## src/rtl/inst_rom_arbiter.sv

```systemverilog
// Two-port arbiter for the instruction ROM read port: IF fetch (port 0) vs secondary reader (port 1).
// Optional ARB_ALIGN_CHECK_EN adds misaligned-address error responses on m0_err/m1_err.
module inst_rom_arbiter #(
  parameter int ADDR_W     = 32,
  parameter int DATA_W     = 32,
  parameter int STARVE_MAX = 4
) (
  input  logic              clk,
  input  logic              rst_n,
  input  logic              m0_req,
  input  logic [ADDR_W-1:0] m0_addr,
  output logic              m0_gnt,
  output logic              m0_rvalid,
  output logic [DATA_W-1:0] m0_rdata,
  input  logic              m1_req,
  input  logic [ADDR_W-1:0] m1_addr,
  output logic              m1_gnt,
  output logic              m1_rvalid,
  output logic [DATA_W-1:0] m1_rdata,
  output logic              rom_ce,
  output logic [ADDR_W-1:0] rom_addr,
  input  logic [DATA_W-1:0] rom_data,
`ifdef ARB_ALIGN_CHECK_EN
  output logic              m0_err,
  output logic              m1_err,
`endif
  output logic              stall_req
);

  typedef enum logic [1:0] {
    NONE = 2'd0,
    P0   = 2'd1,
    P1   = 2'd2
  } owner_t;

  localparam logic [3:0] SMAX = 4'(STARVE_MAX);

  owner_t     last_owner;
  logic [3:0] starve_cnt;
  logic       mis0;
  logic       mis1;

`ifdef ARB_ALIGN_CHECK_EN
  assign mis0 = |m0_addr[1:0];
  assign mis1 = |m1_addr[1:0];
`else
  assign mis0 = 1'b0;
  assign mis1 = 1'b0;
`endif

  // Port 1 wins a contended cycle only once port 0 has used its quota.
  always_comb begin
    m0_gnt = 1'b0;
    m1_gnt = 1'b0;
    unique case (1'b1)
      (m0_req && m1_req): begin
        if (starve_cnt == SMAX) m1_gnt = 1'b1;
        else                    m0_gnt = 1'b1;
      end
      (m0_req && !m1_req): m0_gnt = 1'b1;
      (!m0_req && m1_req): m1_gnt = 1'b1;
      default: ;
    endcase
  end

  always_comb begin
    rom_addr = '0;
    if (m0_gnt)      rom_addr = m0_addr;
    else if (m1_gnt) rom_addr = m1_addr;
  end

  assign rom_ce    = (m0_gnt & ~mis0) | (m1_gnt & ~mis1);
  assign stall_req = m0_req & ~m0_gnt;

  assign m0_rvalid = (last_owner == P0);
  assign m1_rvalid = (last_owner == P1);

  always_ff @(posedge clk or negedge rst_n) begin
    if (!rst_n) begin
      last_owner <= NONE;
    end else if (m0_gnt) begin
      last_owner <= P0;
    end else if (m1_gnt) begin
      last_owner <= P1;
    end else begin
      last_owner <= NONE;
    end
  end

  always_ff @(posedge clk or negedge rst_n) begin
    if (!rst_n) begin
      starve_cnt <= '0;
    end else if (!m1_req || m1_gnt) begin
      starve_cnt <= '0;
    end else if (m0_gnt && starve_cnt != SMAX) begin
      starve_cnt <= starve_cnt + 4'd1;
    end
  end

  // Misaligned grants never enable the ROM, so return zero instead of rom_data.
  always_ff @(posedge clk or negedge rst_n) begin
    if (!rst_n) begin
      m0_rdata <= '0;
      m1_rdata <= '0;
    end else begin
      if (m0_gnt) m0_rdata <= mis0 ? '0 : rom_data;
      if (m1_gnt) m1_rdata <= mis1 ? '0 : rom_data;
    end
  end

`ifdef ARB_ALIGN_CHECK_EN
  always_ff @(posedge clk or negedge rst_n) begin
    if (!rst_n) begin
      m0_err <= 1'b0;
      m1_err <= 1'b0;
    end else begin
      m0_err <= m0_gnt & mis0;
      m1_err <= m1_gnt & mis1;
    end
  end
`endif

endmodule

```

## config.mk

```make
export PLATFORM = sky130hd
export DESIGN_NAME = inst_rom_arbiter
export DESIGN_NICKNAME = d
export VERILOG_FILES = /design/src/rtl/inst_rom_arbiter.sv
export SDC_FILE = /design/constraint.sdc
export NUM_CORES = 1
export LEC_CHECK = 0
export BUFFER_PORTS_ARGS = -buffer_cell sky130_fd_sc_hd__buf_2
export CAP_MARGIN = 15
export CORE_UTILIZATION = 40
export CTS_BUF_LIST = sky130_fd_sc_hd__clkbuf_2
export DETAILED_ROUTE_END_ITERATION = 10
export PLACE_DENSITY = 0.79
export REMOVE_ABC_BUFFERS = 1
export SYNTH_ARGS = -nofsm -noshare
export SYNTH_HDL_FRONTEND = slang
export SYNTH_SLANG_ARGS = --single-unit
```

## constraint.sdc

```tcl
create_clock -name clk -period 3.9 [get_ports clk]
set_input_delay 0.78 -clock clk [delete_from_list [all_inputs] [get_ports clk]]
set_output_delay 0.78 -clock clk [all_outputs]
set_load 0.02 [all_outputs]
```

==> flow_metrics.env, run 1 <==
export IMPL_hpwlAfterDp_um=6120
export IMPL_synth_async_reset_ratio=1.00
export IMPL_powerDensity_nw_per_um2=373
export IMPL_std_cell_rows=33
export IMPL_grt_max_degree=66
export IMPL_htree_num_levels=3
export IMPL_hold_viol=0
export IMPL_path_class="register to output port"
export IMPL_slew_headroom=0.697
export IMPL_synth_common_cells="dfrtp_1 (70), mux2_2 (45), inv_1 (37)"
export IMPL_period_minus_slack_ps=3350
export IMPL_peakVddDrop_uv=146
export IMPL_finalSetupViolCount=0
export IMPL_gp_congestion=0.809
export IMPL_synthAdderAreaFrac=0.00738
export IMPL_r2r_end="m1_rdata[18]"
export IMPL_first_iter_violations=60
export IMPL_avgSynthCellArea_um2=12.7
export IMPL_layout_drive_gt1_share=0.604
export IMPL_path_clk_slew_ps=200
export IMPL_synth_most_common_cell="dfrtp_1"
export IMPL_synth_area_leader_cell="dfrtp_1"
export IMPL_slew_viol_final=0
export IMPL_drtAntennaViolNets=0
export IMPL_coreArea_um2=8220
export IMPL_r2r_setup_slack_ps=1940
export IMPL_track_usage=0.185
export IMPL_worstPathRequired_ps=3120
export IMPL_grt_overflow_total=0
export IMPL_synth_xor_area_frac=0.00517
export IMPL_drt_total_wl_um=7970
export IMPL_drc_errors=0
export IMPL_crit_arrival_ps=2570
export IMPL_viasPerCell=4.62
export IMPL_insertion_delay_ps=490
export IMPL_dieArea_um2=8850
export IMPL_regToRegStartpoint="starve_cnt[0]"
export IMPL_clockBufferDepth=2
export IMPL_die_w_um=94.1
export IMPL_fin_crit_sh=0.858
export IMPL_hold_buffers=0
export IMPL_io_pins=202
export IMPL_cp_end_kind="output port"
export IMPL_p_total_uw=1700
export IMPL_grt_setup_unrepaired="no"
export IMPL_antennaDiodeCount=0
export IMPL_rr_worst_depth=6
export IMPL_place_area_um2=4450
export IMPL_nFillCells=703
export IMPL_synth_cell_types=24
export IMPL_die_y_um=94.1
export IMPL_cts_tree="yes"
export IMPL_multi_input_area_um2=1380
export IMPL_seq_area_um2=1750
export IMPL_synthMuxAreaShare=0.326
export IMPL_leakage_uw=0.00249
export IMPL_synth_top_area_frac=0.517
export IMPL_status="completed"
export IMPL_num_vias=2689
export IMPL_postLayoutCellArea_um2=4560
export IMPL_ys_seq_area_frac=0.517
export IMPL_final_util=0.555
export IMPL_tightest_slew_ps=455
export IMPL_min_path_type="input pin to async pin"
export IMPL_max_freq_mhz=299
export IMPL_final_cells=582
export IMPL_netlist_area_um2=3390
export IMPL_yosys_warnings=0
export IMPL_start_kind="register"
export IMPL_io_buffers=201
export IMPL_cts_resized=0
export IMPL_wire_per_inst_um=13.7
export IMPL_finalClockSkew_ps=18.8
export IMPL_post_place_cells=565
export IMPL_clock_sinks=70
export IMPL_cts_setup_buffers=0
export IMPL_maxCapViolations=0
export IMPL_cts_buffers=9
export IMPL_start_util=0.413
export IMPL_area_growth_pct=34.5
export IMPL_firstDrtPassIters=4
export IMPL_cts_root_buffer="clkbuf_2"
export IMPL_antenna_found_initial=0
export IMPL_synth_simple_area_share=0.0565
export IMPL_grt_pass1_wl_um=12400
export IMPL_nNetsFinal=574
export IMPL_netlist_instances=268
export IMPL_ys_flop_type="dfrtp_1"
export IMPL_grt_pass1_vias=2585
export IMPL_path_max_fanout=65
export IMPL_synth_compound_area_share=0.00886
export IMPL_ys_seq_elements=70
export IMPL_synth_top_family_by_area="multiplexers"
export IMPL_synthTopCellsByArea="dfrtp_1 (52%), mux2_2 (15%), mux2i_1 (9.4%)"
export IMPL_synth_edff_count=0
[layout make-up]
type	count	share of cell area
flip-flops and latches	70	0.384
clock inverters	7	0.00905
well taps	105	0.0288
inverters	37	0.0305
repair buffers	207	0.236
multi-input cells	147	0.302
clock buffers	9	0.00988
[state kept, by name, indices dropped and copies added (netlist names)]
signal,flops
last_owner,2
starve_cnt,4
m1_rdata,32
m0_rdata,32
[worst max path at each step]
| stage | depth (start not counted) | startpoint | to |
|---|---|---|---|
| global placement | 6 | m1_req | rom_addr[29] |
| floorplan | 2 | m0_req | rom_addr[0] |
| detailed placement | 6 | m1_req | rom_addr[29] |
| finish | 7 | starve_cnt[0] | rom_addr[29] |
| CTS | 7 | starve_cnt[0] | rom_addr[29] |
| global route | 7 | starve_cnt[0] | rom_addr[29] |
[cell families after synthesis]
group,count (synthesis)
muxes,96
and+or+nand+nor,44
buffers and inverters,51
DFF,70
xor gates and xnor gates,2
AOI/OAI and AO/OA,3
adders and majority gates,2
[metal layers]
layer  GRT usage  vias up  wire length, um
li1            -     1280                -
met1       0.198     1265             3010
met2       0.330      127             4170
met3      0.0445       17              509
met4       0.106        0              277
met5           0        -                0
[power by group]
| group | internal [uW] | switching [uW] | total [uW] |
|---|---|---|---|
| combinational | 224 | 291 | 515 |
| clock | 77.5 | 255 | 333 |
| sequential | 810 | 43.5 | 853 |
| total | 1110 | 589 | 1700 |
[metrics by stage]
step	hold slack [ps]	setup WS, ps	setup TNS [ps]
CTS	452	477	0
finish	169	553	0
floorplan	453	-1030	-36870
global route	106	354	0
global placement	474	943	0
detailed placement	484	927	0
[critical path: stages (launching register included)]
cell and delay (ps):
dfrtp_1 450, inv_1 70, ha_1 190, nand3b_4 130, a21oi_4 200, buf_12 370, mux2i_1 390, buf_2 230
[cell usage in the layout, fill, tap and decap left out]
cell / Yosys / routed
xnor2_1: 1 / 1
nand2_1: 33 / 33
nand3_1: 2 / 2
mux2_4: 17 / 17
buf_4: 4 / 4
clkinvlp_4: 0 / 3
or2_2: 1 / 1
clkinv_1: 0 / 1
buf_12: 2 / 2
dfrtp_1: 70 / 70
clkinv_2: 0 / 3
nor2b_1: 2 / 2
inv_1: 37 / 37
clkbuf_2: 0 / 9
mux2i_1: 32 / 32
mux2_2: 45 / 45
nand3b_4: 1 / 1
nor2_1: 5 / 5
a21oi_4: 0 / 1
mux2_1: 2 / 2
xor2_1: 1 / 1
o21ai_4: 1 / 1
ha_1: 2 / 2
a21oi_1: 1 / 1
buf_2: 1 / 201
(Power assumes the default switching activity.)
==> run 2: changes to the inputs <==
--- a/config.mk
+++ b/config.mk
@@ -5,6 +5,7 @@
 export SDC_FILE = /design/constraint.sdc
 export NUM_CORES = 1
 export LEC_CHECK = 0
+export ABC_AREA = 1
 export BUFFER_PORTS_ARGS = -buffer_cell sky130_fd_sc_hd__buf_2
 export CAP_MARGIN = 15
 export CORE_UTILIZATION = 40
==> run 2 against run 1 <==
Sequential share of layout area increased by 1.2 points. Wire length increased by 25%. Sequential power grew 0.5%. Non-clock buffer count is 3 higher. Utilization rose by 0.60 points. Hold slack improved by 120 ps. Highest routed layer unchanged.
==> flow_metrics.env, run 2 <==
export IMPL_p_sw_uw=654
export IMPL_htree_num_levels=3
export IMPL_cts_setup_buffers=0
export IMPL_ys_seq_area_frac=0.527
export IMPL_clock_power_share=0.226
export IMPL_seqPwrFrac=0.481
export IMPL_cts_resized=0
export IMPL_max_freq_mhz=301
export IMPL_hold_buffers=0
export IMPL_path_clk_slew_ps=210
export IMPL_reg_largest_list="m0_rdata: 32 flops, m1_rdata: 32 flops, starve_cnt: 4 flops"
export IMPL_grt_setup_unrepaired="no"
export IMPL_layout_commonest_cell="buf_2"
export IMPL_path_class="register to output port"
export IMPL_maxCapViolations=0
export IMPL_clock_sinks=70
export IMPL_synth_top_area_frac=0.527
export IMPL_synth_most_common_cell="nand2_1"
export IMPL_start_kind="register"
export IMPL_cts_root_buffer="clkbuf_2"
export IMPL_synthAdderAreaFrac=0.00752
export IMPL_status="completed"
export IMPL_wire_per_inst_um=13.9
export IMPL_drtAntennaViolNets=0
export IMPL_peakVddDrop_uv=153
export IMPL_min_path_type="input pin to async pin"
export IMPL_first_iter_violations=113
export IMPL_io_buffers=201
export IMPL_slew_headroom=0.537
export IMPL_insertion_delay_ps=490
export IMPL_cp_common_cell="nand2_1"
export IMPL_leakage_uw=0.00273
export IMPL_nNetsFinal=711
export IMPL_grt_max_degree=39
export IMPL_crit_arrival_ps=2540
export IMPL_synthTopCellsByArea="dfrtp_1 (53%), nand2_1 (22%), nand3_1 (15%)"
export IMPL_antennaDiodeCount=0
export IMPL_synth_async_reset_ratio=1.00
export IMPL_cp_end_kind="output port"
export IMPL_synth_common_cells="nand2_1 (197), nand3_1 (98), dfrtp_1 (70)"
export IMPL_hpwlAfterDp_um=7390
export IMPL_avgSynthCellArea_um2=7.96
export IMPL_ys_seq_elements=70
export IMPL_clockBufferDepth=2
export IMPL_track_usage=0.235
export IMPL_synth_xor_area_frac=0.00527
export IMPL_p_comb_frac=0.293
export IMPL_cpPeakStageDelay_ps=460
export IMPL_drt_total_wl_um=9990
export IMPL_synth_area_leader_cell="dfrtp_1"
export IMPL_worstPathCellList="inv_1, ha_1, nand3_2, nand2_4, nand2_2, nand2_1, nand2_1, buf_2"
export IMPL_gp_congestion=0.866
export IMPL_tns_ps=0
export IMPL_synth_top_family_by_area="simple AND/OR/NAND/NOR gates"
export IMPL_final_cell_mix="buf_2 (201), nand2_1 (195), nand3_1 (98)"
export IMPL_hold_viol=0
export IMPL_period_minus_slack_ps=3320
export IMPL_antenna_found_initial=0
export IMPL_synth_compound_area_share=0
export IMPL_finalSetupViolCount=0
export IMPL_slew_viol_final=0
export IMPL_start_util=0.422
export IMPL_path_max_fanout=37
export IMPL_grt_overflow_total=0
export IMPL_nFillCells=763
export IMPL_yosys_warnings=0
export IMPL_ys_flop_type="dfrtp_1"
export IMPL_finalClockSkew_ps=23.0
export IMPL_fin_crit_sh=0.852
export IMPL_drc_errors=0
export IMPL_synth_simple_area_share=0.384
export IMPL_netlist_instances=418
export IMPL_std_cell_rows=32
export IMPL_switching_share=0.367
export IMPL_final_cells=716
export IMPL_p_total_uw=1780
export IMPL_area_growth_pct=33.1
export IMPL_firstDrtPassIters=5
export IMPL_synth_cell_types=16
export IMPL_die_w_um=93.2
export IMPL_tightest_slew_ps=695
export IMPL_coreArea_um2=7890
export IMPL_post_place_cells=700
export IMPL_place_area_um2=4320
export IMPL_netlist_area_um2=3330
export IMPL_num_vias=3539
export IMPL_cts_buffers=9
export IMPL_cellInternalPower_uw=1130
export IMPL_synth_edff_count=0
export IMPL_slowest_stage="nand2_2"
export IMPL_postLayoutCellArea_um2=4430
export IMPL_viasPerCell=4.94
export IMPL_dieArea_um2=8680
export IMPL_layout_drive_gt1_share=0.375
export IMPL_io_pins=202
export IMPL_powerDensity_nw_per_um2=403
export IMPL_grt_pass1_vias=3261
export IMPL_worstPathRequired_ps=3120
export IMPL_cts_tree="yes"
export IMPL_die_y_um=93.2
export IMPL_grt_pass1_wl_um=15800
export IMPL_synthMuxAreaShare=0
run 2: metal layers:
layer  GRT usage  wire (um)
met1       0.289       4000
met2       0.400       5030
met3      0.0463        692
met4       0.104        266
met5           0          0
run 2: worst paths after layout:
path,depth (start not counted),start,slack [ps],to
max,8,starve_cnt[0],580,rom_addr[4]
min,1,rst_n,290,m1_rdata[17]
max reg2reg,8,starve_cnt[0],1610,m0_rdata[7]
min reg2reg,2,m1_rdata[26],500,m1_rdata[26]
max in group asynchronous,2,rst_n,2760,m1_rdata[21]
min in group clk,3,rom_data[28],480,m0_rdata[28]
run 2: power by group through the flow:
stage / Sequential, uW / Clock, uW / Combinational (uW)
2_1_floorplan: 972 / 0 / 177
3_3_place_gp: 867 / 0 / 516
3_5_place_dp: 871 / 0 / 527
4_1_cts: 857 / 418 / 528
5_1_grt: 868 / 458 / 570
6_report: 857 / 403 / 522
run 2: metrics by stage:
stage	hold WS, ps	utilization	setup WS, ps
finish	292	0.561	578
global route	282	0.561	284
CTS	280	0.561	531
detailed placement	456	0.547	855
global placement	449	0.547	906
floorplan	454	-	70.7
run 2: worst max-delay path, delay by kind of cell (launching register included):
| family | cells | cell delay (ps) |
|---|---|---|
| buffers and inverters | 2 | 240 |
| adder cells (fa/ha/maj) | 1 | 150 |
| flip-flops | 1 | 450 |
| AND/OR/NAND/NOR | 5 | 1210 |
run 2: kinds of logic after synthesis:
kind of cell / Yosys count
xor gates and xnor gates: 2
adders and majority gates: 2
buffers and inverters: 40
DFF: 70
and+or+nand+nor: 304
run 2: cell type report:
class,instances,area (um2),share of cell area
Clock buffer,9,45.0,0.0102
Timing Repair Buffer,210,1070,0.243
Multi-Input combinational cell,308,1330,0.299
Sequential cell,70,1750,0.396
Clock inverter,7,65.1,0.0147
Tap cell,102,128,0.0288
Inverter,10,37.5,0.00848
==> run 3: changes to the inputs <==
--- a/config.mk
+++ b/config.mk
@@ -8,10 +8,12 @@
 export ABC_AREA = 1
 export BUFFER_PORTS_ARGS = -buffer_cell sky130_fd_sc_hd__buf_2
 export CAP_MARGIN = 15
-export CORE_UTILIZATION = 40
+export CELL_PAD_IN_SITES_DETAIL_PLACEMENT = 0
+export CELL_PAD_IN_SITES_GLOBAL_PLACEMENT = 1
+export CORE_UTILIZATION = 33
 export CTS_BUF_LIST = sky130_fd_sc_hd__clkbuf_2
 export DETAILED_ROUTE_END_ITERATION = 10
-export PLACE_DENSITY = 0.79
+export PLACE_DENSITY = 0.92
 export REMOVE_ABC_BUFFERS = 1
 export SYNTH_ARGS = -nofsm -noshare
 export SYNTH_HDL_FRONTEND = slang
==> run 3 against run 2 <==
Critical path depth is 1 lower. Die area grew 21%. First-iteration DRC count up 39%. Final cell count up 4.1%. Setup slack worse by 44 ps. Maximum frequency down 1.3%. Power rose by 5.9%. Sequential power about the same. Sequential share of layout area down 0.62 points. Non-clock buffer count down 1. Clock skew is 6.9 ps higher. Critical path type unchanged. Largest cell class unchanged.
==> flow_metrics.env, run 3 (synthesis gave the netlist of run 2 again) <==
export IMPL_grt_pass1_wl_um=15100
export IMPL_firstDrtPassIters=4
export IMPL_first_iter_violations=157
export IMPL_cp_end_kind="output port"
export IMPL_final_cell_mix="buf_2 (201), nand2_1 (195), nand3_1 (98)"
export IMPL_grt_setup_unrepaired="no"
export IMPL_cts_buffers=9
export IMPL_cts_resized=0
export IMPL_coreArea_um2=9770
export IMPL_place_area_um2=4350
export IMPL_slew_headroom=0.519
export IMPL_drc_errors=0
export IMPL_antennaDiodeCount=0
export IMPL_min_path_type="input pin to async pin"
export IMPL_finalSetupViolCount=0
export IMPL_postLayoutCellArea_um2=4500
export IMPL_powerDensity_nw_per_um2=420
export IMPL_cts_setup_buffers=0
export IMPL_grt_pass1_vias=3053
export IMPL_grt_max_degree=52
export IMPL_layout_drive_gt1_share=0.373
export IMPL_hold_viol=0
export IMPL_finalClockSkew_ps=29.9
export IMPL_gp_congestion=0.766
export IMPL_drtAntennaViolNets=0
export IMPL_start_kind="register"
export IMPL_start_util=0.340
export IMPL_status="completed"
export IMPL_tns_ps=0
export IMPL_max_freq_mhz=297
export IMPL_cts_tree="yes"
export IMPL_hold_buffers=0
export IMPL_drt_total_wl_um=9830
export IMPL_path_class="register to output port"
export IMPL_worstPathRequired_ps=3120
export IMPL_dieArea_um2=10500
export IMPL_antenna_found_initial=0
export IMPL_maxCapViolations=0
export IMPL_die_w_um=102
export IMPL_slew_viol_final=0
export IMPL_viasPerCell=4.59
export IMPL_path_max_fanout=41
export IMPL_num_vias=3422
export IMPL_die_y_um=102
export IMPL_nNetsFinal=710
export IMPL_clock_sinks=70
export IMPL_reg_largest_list="m0_rdata: 32 flops, m1_rdata: 32 flops, starve_cnt: 4 flops"
export IMPL_crit_arrival_ps=2590
export IMPL_area_growth_pct=35.2
export IMPL_path_clk_slew_ps=170
export IMPL_place_ws_ps=733
export IMPL_tightest_slew_ps=719
export IMPL_htree_num_levels=3
export IMPL_clockBufferDepth=2
export IMPL_hpwlAfterDp_um=7210
export IMPL_io_buffers=201
export IMPL_leakage_uw=0.00274
export IMPL_layout_commonest_cell="buf_2"
export IMPL_peakVddDrop_uv=159
export IMPL_cts_root_buffer="clkbuf_2"
export IMPL_grt_overflow_total=0
export IMPL_track_usage=0.190
export IMPL_period_minus_slack_ps=3370
export IMPL_wire_per_inst_um=13.2
export IMPL_std_cell_rows=36
export IMPL_fin_crit_sh=0.863
export IMPL_io_pins=202
export IMPL_insertion_delay_ps=510
export IMPL_setup_slack_ps=535
-- run 3: worst max-delay path: stages (launching register included) --
cell and delay [ps]:
dfrtp_1 450, inv_1 70, ha_1 160, nand3_2 140, nand2_2 560, nand2_1 370
inv_1 170, buf_2 180
-- run 3: final cells by class --
| class | instances | area [um2] |
|---|---|---|
| tap | 133 | 166 |
| clock inverter | 5 | 98.8 |
| inverter | 10 | 37.5 |
| sequential | 70 | 1750 |
| multi-input combinational | 308 | 1330 |
| fill | 1020 | 5280 |
| clock buffer | 10 | 50.0 |
| timing repair buffer | 209 | 1070 |
-- run 3: worst paths after layout --
check                               end  slack, ps  cells past startpoint          start
max in group asynchronous  m1_rdata[11]       2620                      2          rst_n
hold reg to reg             m1_rdata[6]        490                      2    m1_rdata[6]
setup reg to reg           m1_rdata[18]       1550                      8  starve_cnt[0]
setup / recovery                 m1_gnt        530                      7  starve_cnt[0]
hold / removal             m1_rdata[20]        280                      1          rst_n
min in group clk           m0_rdata[31]        460                      3   rom_data[31]
-- run 3: power by group --
group	total (uW)	internal, uW	switching (uW)
clock	514	273	240
combinational	519	174	345
sequential	855	810	44.6
-- run 3: metal layers --
layer / GRT usage / part of all wire
met2: 0.330 / 0.50
met1: 0.229 / 0.41
met5: 0 / 0
met3: 0.0363 / 0.070
met4: 0.0824 / 0.016
-- run 3: per-stage QoR --
step / total power (uW) / std cells / utilization / hold WS, ps
after floorplan: 1150 / 388 / - / 454
after global placement: 1390 / 730 / 0.445 / 448
after detailed placement: 1400 / 730 / 0.445 / 456
after CTS: 1920 / 745 / 0.460 / 254
after global routing: 2010 / 745 / 0.460 / 276
final: 1890 / 745 / 0.460 / 283
